File: config.mk
export PLATFORM = sky130hd
export DESIGN_NAME = vz_loader
export DESIGN_NICKNAME = d
export VERILOG_FILES = /design/src/rtl/vz_loader_pkg.sv /design/src/rtl/vz_loader.sv
export SDC_FILE = /design/constraint.sdc
export NUM_CORES = 1
export LEC_CHECK = 0
export BUFFER_PORTS_ARGS = -buffer_cell sky130_fd_sc_hd__buf_2
export CORE_AREA = 2 2 147 149
export CTS_CLUSTER_DIAMETER = 40
export CTS_CLUSTER_SIZE = 20
export DETAILED_ROUTE_END_ITERATION = 6
export DIE_AREA = 0 0 149 151
export PLACE_DENSITY = 0.45
export REMOVE_ABC_BUFFERS = 1
export SYNTH_ARGS = -nofsm -noshare
export SYNTH_HDL_FRONTEND = slang
export SYNTH_SLANG_ARGS = --single-unit
export TNS_END_PERCENT = 30
File: constraint.sdc
create_clock -name clk_sys -period 3.7 [get_ports clk_sys]
set_clock_uncertainty 0.05 [all_clocks]
set_input_delay 0.185 -clock clk_sys [delete_from_list [all_inputs] [get_ports clk_sys]]
set_output_delay 0.185 -clock clk_sys [all_outputs]
set_load 0.005 [all_outputs]
File: src/rtl/vz_loader_pkg.sv
// Shared definitions for the VZ image loader.
//   state_t      : loader FSM states
//   MAGIC_*      : expected header signature bytes ("VZF0" / "VZFO")
//   HDR_LEN      : header length in bytes; file data starts at this offset
//   TYPE_*       : VZ type byte codes (BASIC / binary)
//   DEF_*        : default BASIC pointer-pair addresses
package vz_loader_pkg;

    typedef enum logic [2:0] {
        S_IDLE,
        S_HDR,
        S_DATA,
        S_PTR,
        S_DONE,
        S_ERR
    } state_t;

    localparam logic [7:0]  MAGIC_0      = 8'h56;
    localparam logic [7:0]  MAGIC_1      = 8'h5A;
    localparam logic [7:0]  MAGIC_2      = 8'h46;
    localparam logic [7:0]  MAGIC_3A     = 8'h30;
    localparam logic [7:0]  MAGIC_3B     = 8'h4F;

    localparam logic [15:0] HDR_LEN      = 16'd24;

    localparam logic [7:0]  TYPE_BASIC   = 8'hF0;
    localparam logic [7:0]  TYPE_BIN     = 8'hF1;

    localparam logic [15:0] DEF_PTR_BASE = 16'h78A4;
    localparam logic [15:0] DEF_END_PTR  = 16'h78F9;

    // Signature check for header offsets 0-3; every other offset passes.
    function automatic logic magic_ok(input logic [15:0] addr, input logic [7:0] data);
        case (addr)
            16'd0:   magic_ok = (data == MAGIC_0);
            16'd1:   magic_ok = (data == MAGIC_1);
            16'd2:   magic_ok = (data == MAGIC_2);
            16'd3:   magic_ok = (data == MAGIC_3A) || (data == MAGIC_3B);
            default: magic_ok = 1'b1;
        endcase
    endfunction

endpackage

File: src/rtl/vz_loader.sv
// VZ image loader: parses a .VZ file streamed over the download port,
// writes its payload to RAM through a single-entry request/ack port, and
// for BASIC images patches the BASIC start/end pointer pairs afterwards.
// Ports:
//   clk_sys, reset           : clock, asynchronous active-high reset
//   dn_download/index/addr/
//   dn_data/dn_wr            : download stream (dn_wr is a one-cycle strobe)
//   mem_req/addr/dout, mem_ack : RAM write request, held until acknowledged
//   cpu_hold, led            : high while a load is in progress
//   done                     : one-cycle pulse on successful load
//   err                      : sticky error, cleared at next download start
//   ftype, start_addr, end_addr : parsed header info / end of loaded data
module vz_loader
    import vz_loader_pkg::*;
#(
    parameter logic [7:0]  VZ_INDEX       = 8'd1,
    parameter logic [15:0] BASIC_PTR_BASE = DEF_PTR_BASE,
    parameter logic [15:0] BASIC_END_PTR  = DEF_END_PTR
)(
    input  logic        clk_sys,
    input  logic        reset,
    input  logic        dn_download,
    input  logic [7:0]  dn_index,
    input  logic [15:0] dn_addr,
    input  logic [7:0]  dn_data,
    input  logic        dn_wr,
    output logic        mem_req,
    output logic [15:0] mem_addr,
    output logic [7:0]  mem_dout,
    input  logic        mem_ack,
    output logic        cpu_hold,
    output logic        led,
    output logic        done,
    output logic        err,
    output logic [7:0]  ftype,
    output logic [15:0] start_addr,
    output logic [15:0] end_addr
);

    state_t      state;
    logic        dl_prev;
    logic        start_pend;
    logic [15:0] data_count;
    logic [1:0]  ptr_idx;
    logic        dl_rise;

    always_comb begin
        dl_rise = dn_download && !dl_prev && (dn_index == VZ_INDEX);
    end

    // mem_req/mem_addr/mem_dout form the holding register: full while mem_req.
    always_ff @(posedge clk_sys or posedge reset) begin
        if (reset) begin
            state      <= S_IDLE;
            // Treat the line as already high so a download still in flight
            // when reset is released is not mistaken for a new start.
            dl_prev    <= 1'b1;
            start_pend <= 1'b0;
            data_count <= '0;
            ptr_idx    <= '0;
            mem_req    <= 1'b0;
            mem_addr   <= '0;
            mem_dout   <= '0;
            cpu_hold   <= 1'b0;
            led        <= 1'b0;
            done       <= 1'b0;
            err        <= 1'b0;
            ftype      <= '0;
            start_addr <= '0;
            end_addr   <= '0;
        end else begin
            dl_prev <= dn_download;
            done    <= 1'b0;

            // Retire the outstanding write in whatever state we are in.
            if (mem_req && mem_ack)
                mem_req <= 1'b0;

            case (state)
                S_IDLE: begin
                    start_pend <= 1'b0;
                    if (dl_rise || (start_pend && dn_download)) begin
                        state      <= S_HDR;
                        err        <= 1'b0;
                        data_count <= '0;
                        cpu_hold   <= 1'b1;
                        led        <= 1'b1;
                    end
                end

                S_HDR: begin
                    if (dn_wr) begin
                        case (dn_addr)
                            16'd21:  ftype <= dn_data;
                            16'd22:  start_addr[7:0] <= dn_data;
                            default: ;
                        endcase
                    end
                    // A final header byte arriving with the falling edge is
                    // still accepted before the short-file check.
                    if (dn_wr && !magic_ok(dn_addr, dn_data)) begin
                        state <= S_ERR;
                        err   <= 1'b1;
                    end else if (dn_wr && dn_addr == HDR_LEN - 16'd1) begin
                        start_addr[15:8] <= dn_data;
                        end_addr         <= {dn_data, start_addr[7:0]};
                        state            <= S_DATA;
                    end else if (!dn_download) begin
                        state <= S_ERR;
                        err   <= 1'b1;
                    end
                end

                S_DATA: begin
                    if (dn_wr && dn_addr >= HDR_LEN) begin
                        if (mem_req) begin
                            err   <= 1'b1;
                            state <= S_ERR;
                        end else begin
                            mem_req    <= 1'b1;
                            mem_addr   <= start_addr + (dn_addr - HDR_LEN);
                            mem_dout   <= dn_data;
                            end_addr   <= start_addr + data_count + 16'd1;
                            data_count <= data_count + 16'd1;
                        end
                    end else if (!dn_download && !mem_req) begin
                        if (ftype == TYPE_BASIC) begin
                            state   <= S_PTR;
                            ptr_idx <= '0;
                        end else begin
                            state <= S_DONE;
                            done  <= 1'b1;
                        end
                    end
                end

                S_PTR: begin
                    if (!mem_req) begin
                        mem_req <= 1'b1;
                        case (ptr_idx)
                            2'd0: begin mem_addr <= BASIC_PTR_BASE;         mem_dout <= start_addr[7:0];  end
                            2'd1: begin mem_addr <= BASIC_PTR_BASE + 16'd1; mem_dout <= start_addr[15:8]; end
                            2'd2: begin mem_addr <= BASIC_END_PTR;          mem_dout <= end_addr[7:0];    end
                            default: begin mem_addr <= BASIC_END_PTR + 16'd1; mem_dout <= end_addr[15:8]; end
                        endcase
                    end else if (mem_ack) begin
                        if (ptr_idx == 2'd3) begin
                            state <= S_DONE;
                            done  <= 1'b1;
                        end else begin
                            ptr_idx <= ptr_idx + 2'd1;
                        end
                    end
                end

                S_DONE: begin
                    if (dl_rise)
                        start_pend <= 1'b1;
                    state    <= S_IDLE;
                    cpu_hold <= 1'b0;
                    led      <= 1'b0;
                end

                S_ERR: begin
                    if (dl_rise)
                        start_pend <= 1'b1;
                    if (!dn_download && !mem_req) begin
                        state    <= S_IDLE;
                        cpu_hold <= 1'b0;
                        led      <= 1'b0;
                    end
                end

                default: state <= S_IDLE;
            endcase
        end
    end

endmodule

==> results.rst, run 1 <==
.. list-table::
   :header-rows: 1

   * - Metric
     - Value
   * - Max incr delay on CP
     - 430 ps
   * - Cell count after synthesis
     - 710
   * - Unrepaired setup endpoints after global routing
     - false
   * - Number of nets with antenna violations after routing
     - 0
   * - Clock latency on the worst-skew pair
     - 360 ps
   * - Critical Path Most Common Cell
     - sky130_fd_sc_hd__ha_1
   * - Drt first-iter violations
     - 508
   * - Uppermost routed layer
     - met4
   * - Transition time at the pin with the least slew margin
     - 948 ps
   * - Final setup vio count
     - 0
   * - Critical path start-end classification
     - flop to flop
   * - Die Area
     - 22500 um2
   * - Diode count
     - 0
   * - Maximum buffer depth of the clock tree
     - 2
   * - Router iterations before antenna repair
     - 6
   * - Dpl hpwl
     - 15.6 mm
   * - Post-Syn Area per Cell
     - 8.72 um2
   * - CTS clk-pin slew, worst paths
     - 70 ps
   * - Worst-path maximum fanout
     - 3
   * - Worst path slowest cell
     - sky130_fd_sc_hd__fa_1
   * - Layout cell share with drive strength beyond 1
     - 21.2%
   * - Number of maximum-capacitance constraint violations
     - 0
   * - Vias in the first global route
     - 5159
   * - Top-level I/O count
     - 106
   * - Final hold vios
     - 0
   * - Distinct cells, synth
     - 65
   * - Number of placement rows
     - 53
   * - Most common library cells after synthesis
     - sky130_fd_sc_hd__dfrtp_1, sky130_fd_sc_hd__nand2_1, sky130_fd_sc_hd__inv_1
   * - Via-per-instance ratio
     - 4.99
   * - Horiz. Die Dim
     - 149 um
   * - Final wirelength
     - 20.4 mm
   * - Number of antenna violations at the first check in global routing
     - 0
   * - Weighted congestion reported at the end of routability-driven placement
     - 0.802
   * - Via total after detailed routing
     - 5464
   * - CTS Root Cell
     - sky130_fd_sc_hd__clkbuf_16
   * - Final-layout fill cell count
     - 2201
   * - Cell with the most instances after synthesis
     - sky130_fd_sc_hd__dfrtp_1
   * - VDD IR max
     - 0.191 mV
   * - Deepest level of the CTS H-tree
     - 3
   * - CTS buffer count
     - 9
   * - Max-slew violation total from the final report
     - 0
   * - Leak pwr
     - 0.00370 uW
   * - Number of warnings printed during yosys synthesis
     - 0
   * - Flop and latch count out of synthesis
     - 91
   * - Port Buf Inserts
     - 105
   * - Element type at the critical path start
     - flop
   * - Fraction of post-synthesis cell area in the top cell type by area
     - 36.4%
   * - Average detailed-routed wire length per instance
     - 18.7 um
   * - Time the final worst path needs with I/O delays and setup
     - 3100 ps
   * - First-pass GRT wire length
     - 31.2 mm
   * - Number of clock sinks seen by CTS
     - 91
   * - Setup total negative slack
     - 0 ps
   * - Cell Chain, Critical Path
     - ha_1 -> ha_1 -> fa_1 -> a211oi_1 -> o21bai_1 -> a31oi_1 -> o21ai_0 -> o41ai_1 -> xor2_1 -> a21oi_1
   * - Most used flip-flop cell after synthesis
     - sky130_fd_sc_hd__dfrtp_1
   * - Post-synth EDFFs
     - 0
   * - Cell type contributing the most total cell area after synthesis
     - sky130_fd_sc_hd__dfrtp_1
   * - Sum of overflow across all layers after global routing
     - 0
   * - CP Data Required Time
     - 3880 ps
   * - Critical path capture point type
     - flop
   * - Top post-synthesis cells by area
     - sky130_fd_sc_hd__dfrtp_1, sky130_fd_sc_hd__ha_1, sky130_fd_sc_hd__nand2_1
   * - Largest net degree at the start of global routing
     - 51
   * - Pwr dens
     - 365 nW/um2
   * - Seq/Total Area, Yosys
     - 36.8%
   * - Status
     - finished clean
   * - NumNets Final
     - 902
   * - Type of the tightest min-delay check
     - input pin to flop
   * - Hold Worst Slack
     - 24.4 ps
   * - Ratio of final minimum period to clock period
     - 83.7%
   * - Arrival time at the worst endpoint
     - 3280 ps
   * - Routed length on met2
     - 9.11 mm
   * - Total power consumption of the routed design
     - 2690 uW
   * - Wire length on met3
     - 1.10 mm
   * - DRC viols
     - 0
   * - CTS tree
     - done
   * - Ys async rst share
     - 100%
   * - Total global routing track utilization
     - 18.5%
   * - Die extent in y
     - 151 um
   * - Initial Util
     - 29.7%
   * - Top achievable clock speed
     - 0.323 GHz
   * - Number of gates resized after cts
     - 0
   * - Placeable Area
     - 20800 um2
   * - Area of the mapped netlist
     - 6190 um2
   * - Post-route met1 wirelength
     - 9.99 mm
   * - Worst slew margin relative to its limit
     - 36.3%
   * - Core utilization of the finished layout
     - 35.4%
   * - Layout-stage area growth over the synthesis result
     - 19.2%
==> kinds of logic (layout without fill, tap and decap cells) <==
logic type      after synthesis  after routing  share of synthesized area [%]
fa+ha+maj                    51             51                           10.6
flops                        91             91                           36.8
simple gates                228            228                           17.2
mux                          31             31                           6.03
compound gates              185            185                           18.8
buf+inv                      92            201                           6.09
xor+xnor                     32             32                           4.53
==> layout by cell type, fill, tap and decap left out, types with 6 or more instances in the layout <==
| cell | netlist | final |
|---|---|---|
| sky130_fd_sc_hd__buf_2 | 4 | 105 |
| sky130_fd_sc_hd__dfrtp_1 | 90 | 90 |
| sky130_fd_sc_hd__nand2_1 | 82 | 82 |
| sky130_fd_sc_hd__inv_1 | 64 | 63 |
| sky130_fd_sc_hd__nor2_1 | 61 | 61 |
| sky130_fd_sc_hd__o21ai_0 | 61 | 61 |
| sky130_fd_sc_hd__a21oi_1 | 55 | 55 |
| sky130_fd_sc_hd__ha_1 | 49 | 49 |
| sky130_fd_sc_hd__xor2_1 | 21 | 21 |
| sky130_fd_sc_hd__nand3_1 | 19 | 19 |
| sky130_fd_sc_hd__mux2_2 | 17 | 17 |
| sky130_fd_sc_hd__nor3_1 | 15 | 15 |
| sky130_fd_sc_hd__buf_4 | 3 | 14 |
| sky130_fd_sc_hd__xnor2_1 | 11 | 11 |
| sky130_fd_sc_hd__clkbuf_16 | 0 | 9 |
| sky130_fd_sc_hd__and3_1 | 8 | 8 |
| sky130_fd_sc_hd__a222oi_1 | 8 | 8 |
| sky130_fd_sc_hd__mux2_4 | 8 | 8 |
| sky130_fd_sc_hd__a31oi_1 | 7 | 7 |
| sky130_fd_sc_hd__o211ai_1 | 6 | 6 |
==> where the power goes <==
group / internal (uW) / switching [uW]
clock: 582 / 436
sequential: 1090 / 81.6
combinational: 216 / 284
==> stage by stage <==
step                instances  setup slack (ps)  area, um2
floorplan                 682               837       6050
global placement         1076               717       7040
detailed placement       1076               729       7040
CTS                      1094               694       7380
global route             1094               355       7380
finish                   1094               602       7380
==> path summary, 6_finish.rpt <==
check / from / endpoint / slack [ps] / cells after the start
worst max-delay path: start_addr[1] / mem_addr[13] / 600 / 10
worst min-delay path: mem_ack / mem_req / 20 / 2
worst max register to register: start_addr[1] / mem_addr[13] / 600 / 10
worst min register to register: mem_addr[10] / mem_addr[10] / 420 / 2
max in group asynchronous: reset / mem_addr[13] / 2350 / 4
min in group asynchronous: reset / ftype[5] / 440 / 3
==> flip-flops by register name, indices dropped and copies added (netlist names) <==
| register | flops |
|---|---|
| mem_req | 1 |
| dl_prev | 1 |
| data_count | 16 |
| start_pend | 1 |
| mem_dout | 8 |
| end_addr | 16 |
| ftype | 8 |
| state | 3 |
| err | 1 |
| done | 1 |
| ptr_idx | 2 |
| start_addr | 16 |
| led | 1 |
| mem_addr | 16 |
==> worst max-delay path: cells and delay by family, from the launching register on <==
kind,cells,cell delay (ps)
compound gates,6,1400
xor+xnor,1,190
fa+ha+maj,3,950
flops,1,390
==> layout make-up <==
| type | count | area [um2] | share of cell area (%) |
|---|---|---|---|
| inverters | 64 | 243 | 3.29 |
| clock inverters | 3 | 46.3 | 0.628 |
| flip-flops and latches | 91 | 2280 | 30.9 |
| well taps | 275 | 344 | 4.66 |
| clock buffers | 13 | 270 | 3.66 |
| repair buffers | 121 | 651 | 8.82 |
| multi-input cells | 527 | 3540 | 48.0 |
==> what timing repair did <==
action	CTS	global route
hold buffers	2	0
endpoints found under the hold margin	48	0
buffers inserted	0	0
==> metal layers <==
metal	GRT usage (%)	vias up
li1	-	2712
met1	26.7	2578
met2	28.8	162
met3	2.98	12
met4	4.57	0
met5	0	-
(Power assumes the default switching activity.)
==> run 2, diff against run 1 <==
Clock period 3.7 ns to 3 ns, I/O delays scaled along.
==> run 2 against run 1 <==
  * The flow now finishes with violations (design-rule violations)
  * Clock power rose by 16%
  * First-iteration DRC count down 37%
  * Die area unchanged
  * Largest power group unchanged
  * Highest routed layer unchanged
==> results.rst, run 2 (same netlist as run 1, synthesis figures left out) <==
.. list-table::
   :header-rows: 1

   * - Metric
     - Value
   * - Status
     - finished, violations left
   * - Failing checks
     - design-rule violations
   * - Ratio of final minimum period to clock period
     - 93.8% (+10 points)
   * - Top-level I/O count
     - 106 (unchanged)
   * - Port Buf Inserts
     - 105 (unchanged)
   * - Average detailed-routed wire length per instance
     - 17.9 um (-4.3%)
   * - Commonest cells after routing, fill and taps aside
     - sky130_fd_sc_hd__buf_2, sky130_fd_sc_hd__dfrtp_1, sky130_fd_sc_hd__nand2_1
   * - First-pass GRT wire length
     - 30.9 mm (-0.82%)
   * - Placeable Area
     - 20800 um2 (unchanged)
   * - Number of maximum-capacitance constraint violations
     - 0 (unchanged)
   * - VDD IR max
     - 0.235 mV (+23%)
   * - Dpl hpwl
     - 15.4 mm (-1.4%)
   * - Unrepaired setup endpoints after global routing
     - true
   * - Number of placement rows
     - 53 (unchanged)
   * - CTS clk-pin slew, worst paths
     - 70 ps (about the same)
   * - Element type at the critical path start
     - flop
   * - Weighted congestion reported at the end of routability-driven placement
     - 0.872 (+8.6%)
   * - Top achievable clock speed
     - 0.355 GHz (+10%)
   * - Core utilization of the finished layout
     - 36.2% (+0.79 points)
   * - Router iterations before antenna repair
     - 7 (+1)
   * - Internal power
     - 2260 uW (+20%)
   * - Layout-stage area growth over the synthesis result
     - 21.9%
   * - Combinational share of power
     - 19.8% (+1.2 points)
   * - Max-slew violation total from the final report
     - 0 (unchanged)
   * - Horiz. Die Dim
     - 149 um (unchanged)
   * - Cell Chain, Critical Path
     - ha_1 -> ha_1 -> fa_1 -> a211oi_1 -> o21bai_1 -> a31oi_2 -> o21ai_1 -> o41ai_2 -> xor2_1 -> a21oi_1
   * - Die extent in y
     - 151 um (unchanged)
   * - Total global routing track utilization
     - 18.0% (-0.48 points)
   * - Critical path start-end classification
     - flop to flop
   * - DRC viols
     - 1 (+1)
   * - Initial Util
     - 29.7% (unchanged)
   * - Largest net degree at the start of global routing
     - 58 (+14%)
   * - Final setup vio count
     - 0 (unchanged)
   * - Max incr delay on CP
     - 400 ps (-30 ps)
   * - Layout cell share with drive strength beyond 1
     - 23.5% (+2.2 points)
   * - Flop2flop setup slack
     - 190 ps (-410 ps)
   * - Placed Instance Area
     - 7180 um2 (+2.0%)
   * - Transition time at the pin with the least slew margin
     - 786 ps (-163 ps)
   * - Final-layout fill cell count
     - 2259 (+2.6%)
   * - Worst setup margin
     - 187 ps (-415 ps)
   * - Clock latency on the worst-skew pair
     - 350 ps (about the same)
   * - Switching power as a share of total power
     - 30.6% (+0.80 points)
   * - Most common cell after layout, fill and taps aside
     - sky130_fd_sc_hd__buf_2
   * - Worst slew margin relative to its limit
     - 47.6% (+11 points)
   * - Via-per-instance ratio
     - 5.03 (+0.65%)
   * - Net switching power figure
     - 997 uW (+24%)
   * - CTS Root Cell
     - sky130_fd_sc_hd__clkbuf_16
   * - Time the final worst path needs with I/O delays and setup
     - 2810 ps (-285 ps)
   * - Leak pwr
     - 0.00380 uW (+2.5%)
   * - Worst-path maximum fanout
     - 3 (unchanged)
   * - Deepest level of the CTS H-tree
     - 3 (unchanged)
   * - CTS tree
     - done
   * - Pwr dens
     - 432 nW/um2 (+18%)
   * - Crit-path leading delay family
     - compound AO/OA/AOI/OAI gates
   * - Critical path capture point type
     - flop
   * - Sequential cell area
     - 2280 um2 (unchanged)
   * - Number of antenna violations at the first check in global routing
     - 0 (unchanged)
   * - Post-route cell area
     - 7540 um2 (+2.2%)
   * - CP Data Required Time
     - 3180 ps (-700 ps)
   * - Worst path slowest cell
     - sky130_fd_sc_hd__fa_1
   * - Via total after detailed routing
     - 5600 (+2.5%)
   * - Final hold vios
     - 0 (unchanged)
   * - Buffers and inverters on the worst path
     - 0 (unchanged)
   * - Area of the multi-input gates
     - 3560 um2 (+0.49%)
   * - Portion of total power attributed to sequential cells
     - 43.9% (+0.3 points)
   * - Sum of overflow across all layers after global routing
     - 0 (unchanged)
   * - Maximum buffer depth of the clock tree
     - 2 (unchanged)
   * - Post-place setup slack
     - 65.9 ps (-663 ps)
   * - Type of the tightest min-delay check
     - input pin to flop
   * - Number of nets with antenna violations after routing
     - 0 (unchanged)
   * - NumNets Final
     - 922 (+2.2%)
   * - Drt first-iter violations
     - 322 (-37%)
   * - Final wirelength
     - 19.9 mm (-2.5%)
   * - Vias in the first global route
     - 5323 (+3.2%)
   * - Critical Path Most Common Cell
     - sky130_fd_sc_hd__ha_1
   * - CTS buffer count
     - 9 (unchanged)
   * - Number of clock sinks seen by CTS
     - 91 (unchanged)
   * - Clock network power share
     - 36.2% (-1.6 points)
   * - Die Area
     - 22500 um2 (unchanged)
   * - Diode count
     - 0 (unchanged)
   * - Arrival time at the worst endpoint
     - 2990 ps (-290 ps)
==> run 2: changes by cell type in the layout (fill, tap and decap cells not counted), sizes merged <==
cell         previous run  this run
clkbuf                 13        12
inv                    64        65
dlygate4sd3             2         3
clkinvlp                1         2
buf                   119       138
bufinv                  1         0
==> run 2: per-stage QoR <==
| stage | hold WS [ps] | cells | total power (uW) | TNS [ps] |
|---|---|---|---|---|
| finish | 88.2 | 1114 | 3260 | 0 |
| global route | 110 | 1114 | 3450 | -12.7 |
| CTS | 77.2 | 1113 | 3310 | 0 |
| detailed placement | 271 | 1094 | 2110 | 0 |
| global placement | 277 | 1094 | 2110 | 0 |
| floorplan | 104 | 682 | 1790 | 0 |
==> run 2: final timing paths <==
path | startpoint | end | cells after the start
worst max-delay path | start_addr[1] | mem_addr[13] | 10
worst min-delay path | dn_data[1] | start_addr[9] | 3
worst max register to register | start_addr[1] | mem_addr[13] | 10
worst min register to register | mem_addr[9] | mem_addr[9] | 2
max in group asynchronous | reset | mem_addr[8] | 4
min in group asynchronous | reset | state[2] | 3
==> run 2: worst reg2reg max path, stage by stage (launching register included) <==
cell and delay (ps):
sky130_fd_sc_hd__dfrtp_1 390, sky130_fd_sc_hd__ha_1 280, sky130_fd_sc_hd__ha_1 240, sky130_fd_sc_hd__fa_1 400, sky130_fd_sc_hd__a211oi_1 210, sky130_fd_sc_hd__o21bai_1 140
sky130_fd_sc_hd__a31oi_2 290, sky130_fd_sc_hd__o21ai_1 180, sky130_fd_sc_hd__o41ai_2 250, sky130_fd_sc_hd__xor2_1 180, sky130_fd_sc_hd__a21oi_1 80
==> run 2: power groups by stage <==
stage,combinational (uW),sequential (uW),clock [uW]
after detailed placement,648,1460,0
final,647,1430,1180
after global routing,734,1450,1260
after CTS,652,1430,1220
after floorplan,322,1470,0
after global placement,647,1460,0
==> run 2: layout make-up <==
type,instances,share of cell area (%)
clock buffer,12,3.53
clock inverter,4,0.431
inverter,64,3.22
multi-input combinational,527,47.2
sequential,91,30.2
tap,275,4.56
timing repair buffer,141,10.8
==> run 2: per-layer routing <==
metal	vias to the layer above	GRT usage, %	wire length, um
met5	-	0	0
met4	0	5.00	248
met3	17	2.29	658
met2	109	28.5	9030
met1	2713	25.9	9950
li1	2761	-	-
==> run 2: repair_timing <==
item                                    4_1_cts  5_1_grt
endpoints found under the setup margin        0        4
hold buffers                                  3        0
gates resized for setup                       0        5
setup buffers                                 0        1
endpoints found under the hold margin        57        0
